[src/rtl/ser_tx.sv]
`default_nettype none
// ser_tx: parallel-to-serial transmitter feeding the 32-bit deserializer.
// One load cycle plus WIDTH LSB-first data cycles per word; one-word holding buffer.
module ser_tx #(
  parameter int WIDTH = 32,
  parameter int CW    = $clog2(WIDTH)
) (
  input  logic             clock,
  input  logic             rst_n,
  input  logic [WIDTH-1:0] tx_data,
  input  logic             tx_valid,
  output logic             tx_ready,
  output logic             sd,
  output logic             ser_en,
  output logic             ser_load,
  output logic             busy,
  output logic             frame_done
);

  typedef enum logic [1:0] {
    IDLE  = 2'd0,
    SHIFT = 2'd1,
    LOAD  = 2'd2
  } state_t;

  localparam logic [CW-1:0] LAST_BIT = CW'(WIDTH - 1);

  state_t           state;
  logic [WIDTH-1:0] hold;
  logic [WIDTH-1:0] shreg;
  logic             hold_v;
  logic [CW-1:0]    bitcnt;
  logic [CW-1:0]    bit_next;
  logic             last_b0;

  assign bit_next = bitcnt + CW'(1);
  assign busy     = hold_v | (state != IDLE);

  always_ff @(posedge clock or negedge rst_n) begin
    if (!rst_n) begin
      state      <= IDLE;
      hold       <= '0;
      shreg      <= '0;
      hold_v     <= 1'b0;
      bitcnt     <= '0;
      last_b0    <= 1'b0;
      tx_ready   <= 1'b1;
      sd         <= 1'b0;
      ser_en     <= 1'b0;
      ser_load   <= 1'b1;
      frame_done <= 1'b0;
    end else begin
      ser_en <= 1'b1;

      // tx_ready mirrors !hold_v, so acceptance and transfer are mutually exclusive.
      if (tx_valid && tx_ready) begin
        hold     <= tx_data;
        hold_v   <= 1'b1;
        tx_ready <= 1'b0;
      end

      case (state)
        IDLE, LOAD: begin
          frame_done <= 1'b0;
          if (hold_v) begin
            shreg    <= hold;
            hold_v   <= 1'b0;
            tx_ready <= 1'b1;
            last_b0  <= hold[0];
            bitcnt   <= '0;
            sd       <= hold[0];
            ser_load <= 1'b0;
            state    <= SHIFT;
          end else begin
            sd       <= last_b0;
            ser_load <= 1'b1;
            state    <= IDLE;
          end
        end
        SHIFT: begin
          // bitcnt wraps to zero on the last bit, matching the deserializer counter.
          bitcnt <= bit_next;
          if (bitcnt == LAST_BIT) begin
            sd         <= last_b0;
            ser_load   <= 1'b1;
            frame_done <= 1'b1;
            state      <= LOAD;
          end else begin
            sd <= shreg[bit_next];
          end
        end
        default: begin
          state <= IDLE;
        end
      endcase
    end
  end

endmodule
`default_nettype wire

[config.mk]
export PLATFORM = sky130hd
export DESIGN_NAME = ser_tx
export DESIGN_NICKNAME = d
export VERILOG_FILES = /design/src/rtl/ser_tx.sv
export SDC_FILE = /design/constraint.sdc
export NUM_CORES = 1
export LEC_CHECK = 0
export ABC_CLOCK_PERIOD_IN_PS = 2000
export CAP_MARGIN = 20
export CORE_MARGIN = 2
export CORE_UTILIZATION = 50
export CTS_CLUSTER_DIAMETER = 30
export DETAILED_ROUTE_END_ITERATION = 8
export PLACE_DENSITY = 0.78
export SLEW_MARGIN = 20
export SYNTH_ARGS = -nofsm -noshare
export SYNTH_HDL_FRONTEND = slang
export SYNTH_SLANG_ARGS = --single-unit
[constraint.sdc]
create_clock -name clock -period 2 [get_ports clock]
set_clock_uncertainty 0.2 [all_clocks]
set_input_delay 0.6 -clock clock [delete_from_list [all_inputs] [get_ports clock]]
set_output_delay 0.6 -clock clock [all_outputs]
set_load 0.01 [all_outputs]
---- Word-level counts from Yosys, hierarchy flattened ----
Index checks and enable logic that the tools add are counted.
word-level totals
  register bits after elaboration ......... 78
  input port bits ......................... 35
cells by class
  bitwise logic cells ..................... 1
  multiplexer cells ....................... 20
  add/sub/neg operators ................... 1
  order comparisons ....................... 1
  reductions and logical operators ........ 8
  equality and inequality tests ........... 5
operator list
  kind                                                                           number
  1-bit two-way mux                                                              12
  5-bit one-hot mux with 2 select lines                                          1
  5-bit by 6-bit less-than comparator with 1-bit output (second input constant)  1
  1-bit one-hot mux with 2 select lines                                          3
  2-bit AND reduction                                                            3
  5-bit by 1-bit adder with 5-bit output (second input constant)                 1
  1-bit binary-select mux with 5-bit select                                      1
  5-bit equality test (second input constant)                                    1
  5-bit two-way mux                                                              1
  2-bit inequality test (second input constant)                                  2
  2-bit one-hot mux with 2 select lines                                          1
  2-bit nonzero test                                                             2
  2-bit by 1-bit equality test with 1-bit output (second input constant)         1
  2-bit equality test (second input constant)                                    1
  2-bit zero test                                                                1
  2-bit two-way mux                                                              1
  2-bit OR reduction                                                             1
  1-bit logical AND                                                              1
  1-bit OR                                                                       1

---- Longest topological paths before layout ----
Gate-level depths: netlist of the first run.
  word-level depth ........................ 5
  depth in mapped cells ................... 7
  depth with buffers taken out ............ 7

---- Worst setup path after synthesis of the first run ----
No wires, ideal clock.
  path type ............................... reg2reg
  from .................................... register bitcnt[0]
  to ...................................... register sd
  data arrival time ....................... 1765 ps
  path slack .............................. -88 ps
  required time ........................... 1677 ps
  path buffers ............................ 1
  stages on the path, launching flop included .. 8
  cell sequence ........................... dfrtp_1 ha_1 clkbuf_8 mux4_1 nor2b_1 a2111oi_0 a311o_2 o21ai_2
on the way
  word-level cells in the longest chain between the ends .. 5
  elaborated cells on any way between the ends .. 6
RTL lines
  element                                    RTL line  source
  start, declared                            32        logic [CW-1:0] bitcnt;
  start signal, assigned                     82        bitcnt <= bit_next;
  5-bit by 1-bit adder with 5-bit output     36        assign bit_next = bitcnt + CW'(1);
  1-bit binary-select mux with 5-bit select  89        sd <= shreg[bit_next];
  1-bit two-way mux (not written as such)    89
  1-bit two-way mux (*)                      83        if (bitcnt == LAST_BIT) begin
  1-bit one-hot mux with 2 select lines (*)  62        case (state)
  end signal, assigned                       71        sd <= hold[0];
  end signal, assigned                       84        sd <= last_b0;
  end signal, assigned                       89
  end, declared                              13        output logic sd,
Every way passes the cells marked *; elsewhere a longest branch is shown, timed or not. The select of a mux whose other input is x is not followed.
A chain may end at the register's enable or synchronous reset.

---- Final worst setup path of the first run ----
  from .................................... register state[0]
  to ...................................... output port busy
on the way
  word-level cells in the longest chain between the ends .. 2
RTL lines
  element                 RTL line  source
  start, declared         28        state_t state;
  start signal, assigned  41        state <= IDLE;
  start signal, assigned  73        state <= SHIFT;
  start signal, assigned  77        state <= IDLE;
  2-bit nonzero test      37        assign busy = hold_v | (state != IDLE);
  1-bit OR                37
  end, declared           16        output logic busy,
Every way passes these cells.

==> results.toml, run 1 <==
[clock_network]
numCtsBuffers = 9
worst_skew_pair.late_latency_ps = 350
htree_num_levels = 3
clkTransAtPathRegs_ps = 70
tritoncts = "done"
cts_num_sinks = 78
root_buffer_selected_by_cts = "sky130_fd_sc_hd__clkbuf_8"
clock_path_buffers = 2

[detailed_routing]
drc = 0
detail_route.iter0.violations = 82
avgViaCountPerCell = 5.25
drtAntennaViolNets = 0
drtPass1Iterations = 6
detail_route.wirelength_mm = 6.19
detail_route.wl_per_cell_um = 14.5
dr_total_vias = 2236

[yosys]
synth-seq-area-share_pct = 57.9
netlist_top_cells_area = "sky130_fd_sc_hd__dfrtp_1 (56%), sky130_fd_sc_hd__nand2_1 (11%), sky130_fd_sc_hd__mux2_2 (11%)"
synth_cell_types = 34
synth-main-ff-cell = "sky130_fd_sc_hd__dfrtp_1"
synth.top_cells.by_count = "sky130_fd_sc_hd__nand2_1 (103), sky130_fd_sc_hd__dfrtp_1 (76), sky130_fd_sc_hd__mux2_2 (34)"
synth_enable_flop_cells = 0
post_synthesis_instance_area_um2 = 3370
ys_warn_count = 0
yosys.area.top_type_share_pct = 56.4
post_synth_inst_count = 283
synth_top_cell_by_area = "sky130_fd_sc_hd__dfrtp_1"
register_bit_total_from_synthesis = 78
async_flop_share_pct = 100
postSynthNetCount = 320
postSynthAreaPerCell_um2 = 11.9
most_common_cell_in_the_netlist = "sky130_fd_sc_hd__nand2_1"

[sta]
setup-violations-final = 2
setup_ws_ps = -16.4
timing_hold_violations_final = 0
grt_setup_unrepaired = "true"
period_share_pct = 101
timing.final.max_slew_violations = 0
timing.final.crit_period_ps = 2020
max_freq_mhz = 496
holdWs_ps = 266

[critical_path]
regToRegStartpoint = "bitcnt[0]$_DFFE_PN0P_"
worst-setup-path-type = "reg -> out"
cp-startpoint = "state[0]$_DFFE_PN0P_"
setup.worst_path.end_class = "output port"
worstReg2RegEnd = "sd$_DFFE_PN0P_"
cp.required_ps = 1200
regToRegSetupSlack_ps = -10
number_of_cells_on_the_worst_reg_to_reg_path = 5
worst_ep_arrival_time_ps = 1220
crit_fanout = 2
crit_end = "busy"
start_kind = "register"

[place]
buffers_on_ports = 40
gp_routability_congestion = 0.824
placed_cell_area_um2 = 3990
dp.final_hpwl_mm = 4.16
setup_ws_pre_cts_ps = -93.8

[cells_and_area]
area_added_between_synthesis_and_finish_pct = 26.7
antenna_cells_inserted = 0
layout.cell_area.non_filler_um2 = 4270
fill_cells = 478
drive_above_1_share_pct = 27.8
nets = 381

[grt]
antenna_found_initial = 0
global_route.usage.total_pct = 19.0
grt_pass1_wl_mm = 10.8
via_count_of_the_first_global_routing_pass = 2289
grt_start_max_net_pins = 36
grt-ovfl-total = 0

[floorplan]
core_area_um2 = 6420
initial_utilization_pct = 52.5
fp-row-count = 29
floorplan.die.width_um = 86.2
die_height_um = 86.2
floorplan.io_pins = 41
fp.dieArea_um2 = 7420

[worst_hold_path]
timing.hold.worst_path_depth = 2
worst_hold_path_type = "reg -> reg"

[pwr]
total_leakage_power_nw = 2.03
power_w = 0.00653
power_per_cell_area_nw_per_um2 = 1530
peakVddDrop_uv = 753

[run_status]
violations = "negative setup slack"
run_status = "finished, violations left"

[flow_run]
max_cap_viol_count = 0
-- sequential cells by signal, summed over array words and instances (netlist names) --
register,count
hold_v,1
ser_en,1
tx_ready,1
last_b0,1
bitcnt,5
shreg,32
hold,32
ser_load,1
state,2
frame_done,1
sd,1
-- metrics by stage --
step	util (%)	setup TNS, ps	std cells
floorplan	-	0	283
global placement	62.1	-784	404
detailed placement	62.1	-1460	404
CTS	66.3	-59.9	423
global route	66.5	-182	426
finish	66.5	-26.0	426
-- layout by cell type, fill, tap and decap left out, types with 2 or more instances in the layout --
cell type,netlist,final
sky130_fd_sc_hd__nor2b_1,3,2
sky130_fd_sc_hd__mux4_2,3,4
sky130_fd_sc_hd__mux4_1,5,4
sky130_fd_sc_hd__clkbuf_8,2,13
sky130_fd_sc_hd__nor2_1,4,4
sky130_fd_sc_hd__a22o_1,4,4
sky130_fd_sc_hd__ha_4,0,2
sky130_fd_sc_hd__buf_12,0,4
sky130_fd_sc_hd__buf_6,1,2
sky130_fd_sc_hd__inv_1,3,2
sky130_fd_sc_hd__mux2_2,34,34
sky130_fd_sc_hd__o21ai_0,5,5
sky130_fd_sc_hd__dfrtp_1,76,75
sky130_fd_sc_hd__clkdlybuf4s50_1,0,33
sky130_fd_sc_hd__dlygate4sd2_1,0,4
sky130_fd_sc_hd__nand2b_1,2,2
sky130_fd_sc_hd__nand3_1,2,2
sky130_fd_sc_hd__dfstp_2,2,2
sky130_fd_sc_hd__a311o_2,2,2
sky130_fd_sc_hd__nand2_1,103,103
sky130_fd_sc_hd__mux2i_1,3,3
sky130_fd_sc_hd__a21oi_1,2,2
sky130_fd_sc_hd__buf_4,0,19
-- repair_timing --
action	CTS	global route
resized for setup	16	2
endpoints found under the setup margin	7	3
endpoints found under the hold margin	18	0
hold buffers	1	0
pin swaps	6	0
setup buffers	2	3
-- critical path, cell delays in order, from the launching register on --
cell	delay (ps)
sky130_fd_sc_hd__dfrtp_1	370
sky130_fd_sc_hd__or3_1	360
sky130_fd_sc_hd__buf_2	140
-- power breakdown --
part | internal (W) | total, W | leakage (nW) | switching (W)
combinational | 0.00147 | 0.00255 | 0.973 | 0.00108
clock | 0.000714 | 0.00127 | 0.109 | 0.000552
sequential | 0.00231 | 0.00271 | 0.950 | 0.000397
total | 0.00450 | 0.00653 | 2.03 | 0.00203
-- worst min-delay path by stage --
stage / startpoint / to / slack, ps
6_report: hold[30]$_DFFE_PN0P_ / shreg[30]$_DFFE_PN0P_ / 270
5_1_grt: hold[27]$_DFFE_PN0P_ / shreg[27]$_DFFE_PN0P_ / 290
3_5_place_dp: hold[12]$_DFFE_PN0P_ / shreg[12]$_DFFE_PN0P_ / 250
4_1_cts: hold[12]$_DFFE_PN0P_ / shreg[12]$_DFFE_PN0P_ / 270
2_1_floorplan: rst_n / bitcnt[0]$_DFFE_PN0P_ / 100
3_3_place_gp: hold[30]$_DFFE_PN0P_ / shreg[30]$_DFFE_PN0P_ / 250
-- area by class of cell --
class                   count  area [um2]  share of cell area (%)
repair buffers             65         631                    14.8
clock inverters             2        37.5                   0.878
multi-input cells         187        1360                    31.8
flip-flops and latches     78        1960                    45.8
clock buffers              14         183                    4.27
well taps                  77        96.3                    2.25
inverters                   3        11.3                   0.263
-- routing by layer --
layer | global-route usage (%) | wire (um) | vias up
met1 | 25.6 | 2890 | 1116
met4 | 7.36 | 123 | 0
met3 | 5.49 | 229 | 10
met5 | 0 | 0 | -
met2 | 29.4 | 2950 | 48
li1 | - | - | 1062
-- logic make-up (layout without fill, tap and decap cells) --
kind of cell,count (synthesis),after routing,synth area share (%)
fa+ha+maj,2,2,0.741
buf+inv,18,84,2.82
other cells,1,1,0.111
compound gates,16,16,4.08
mux,45,45,18.1
xor+xnor,4,4,1.82
flops,78,78,57.9
simple gates,119,119,14.4
No activity file was read; power rests on OpenSTA's default activity.
==> run 2: changes to the inputs <==
--- a/config.mk
+++ b/config.mk
@@ -5,7 +5,6 @@
 export SDC_FILE = /design/constraint.sdc
 export NUM_CORES = 1
 export LEC_CHECK = 0
-export ABC_CLOCK_PERIOD_IN_PS = 2000
 export CAP_MARGIN = 20
 export CORE_MARGIN = 2
 export CORE_UTILIZATION = 50
==> results of run 2 <==
Final layout, timing and power as in run 1 (identical DEF).
==> run 3: changes to the inputs <==
--- a/config.mk
+++ b/config.mk
@@ -11,7 +11,7 @@
 export CTS_CLUSTER_DIAMETER = 30
 export DETAILED_ROUTE_END_ITERATION = 8
 export PLACE_DENSITY = 0.78
-export SLEW_MARGIN = 20
+export SLEW_MARGIN = 5
 export SYNTH_ARGS = -nofsm -noshare
 export SYNTH_HDL_FRONTEND = slang
 export SYNTH_SLANG_ARGS = --single-unit
==> results of run 3 <==
Final layout, timing and power as in run 1 (identical DEF).
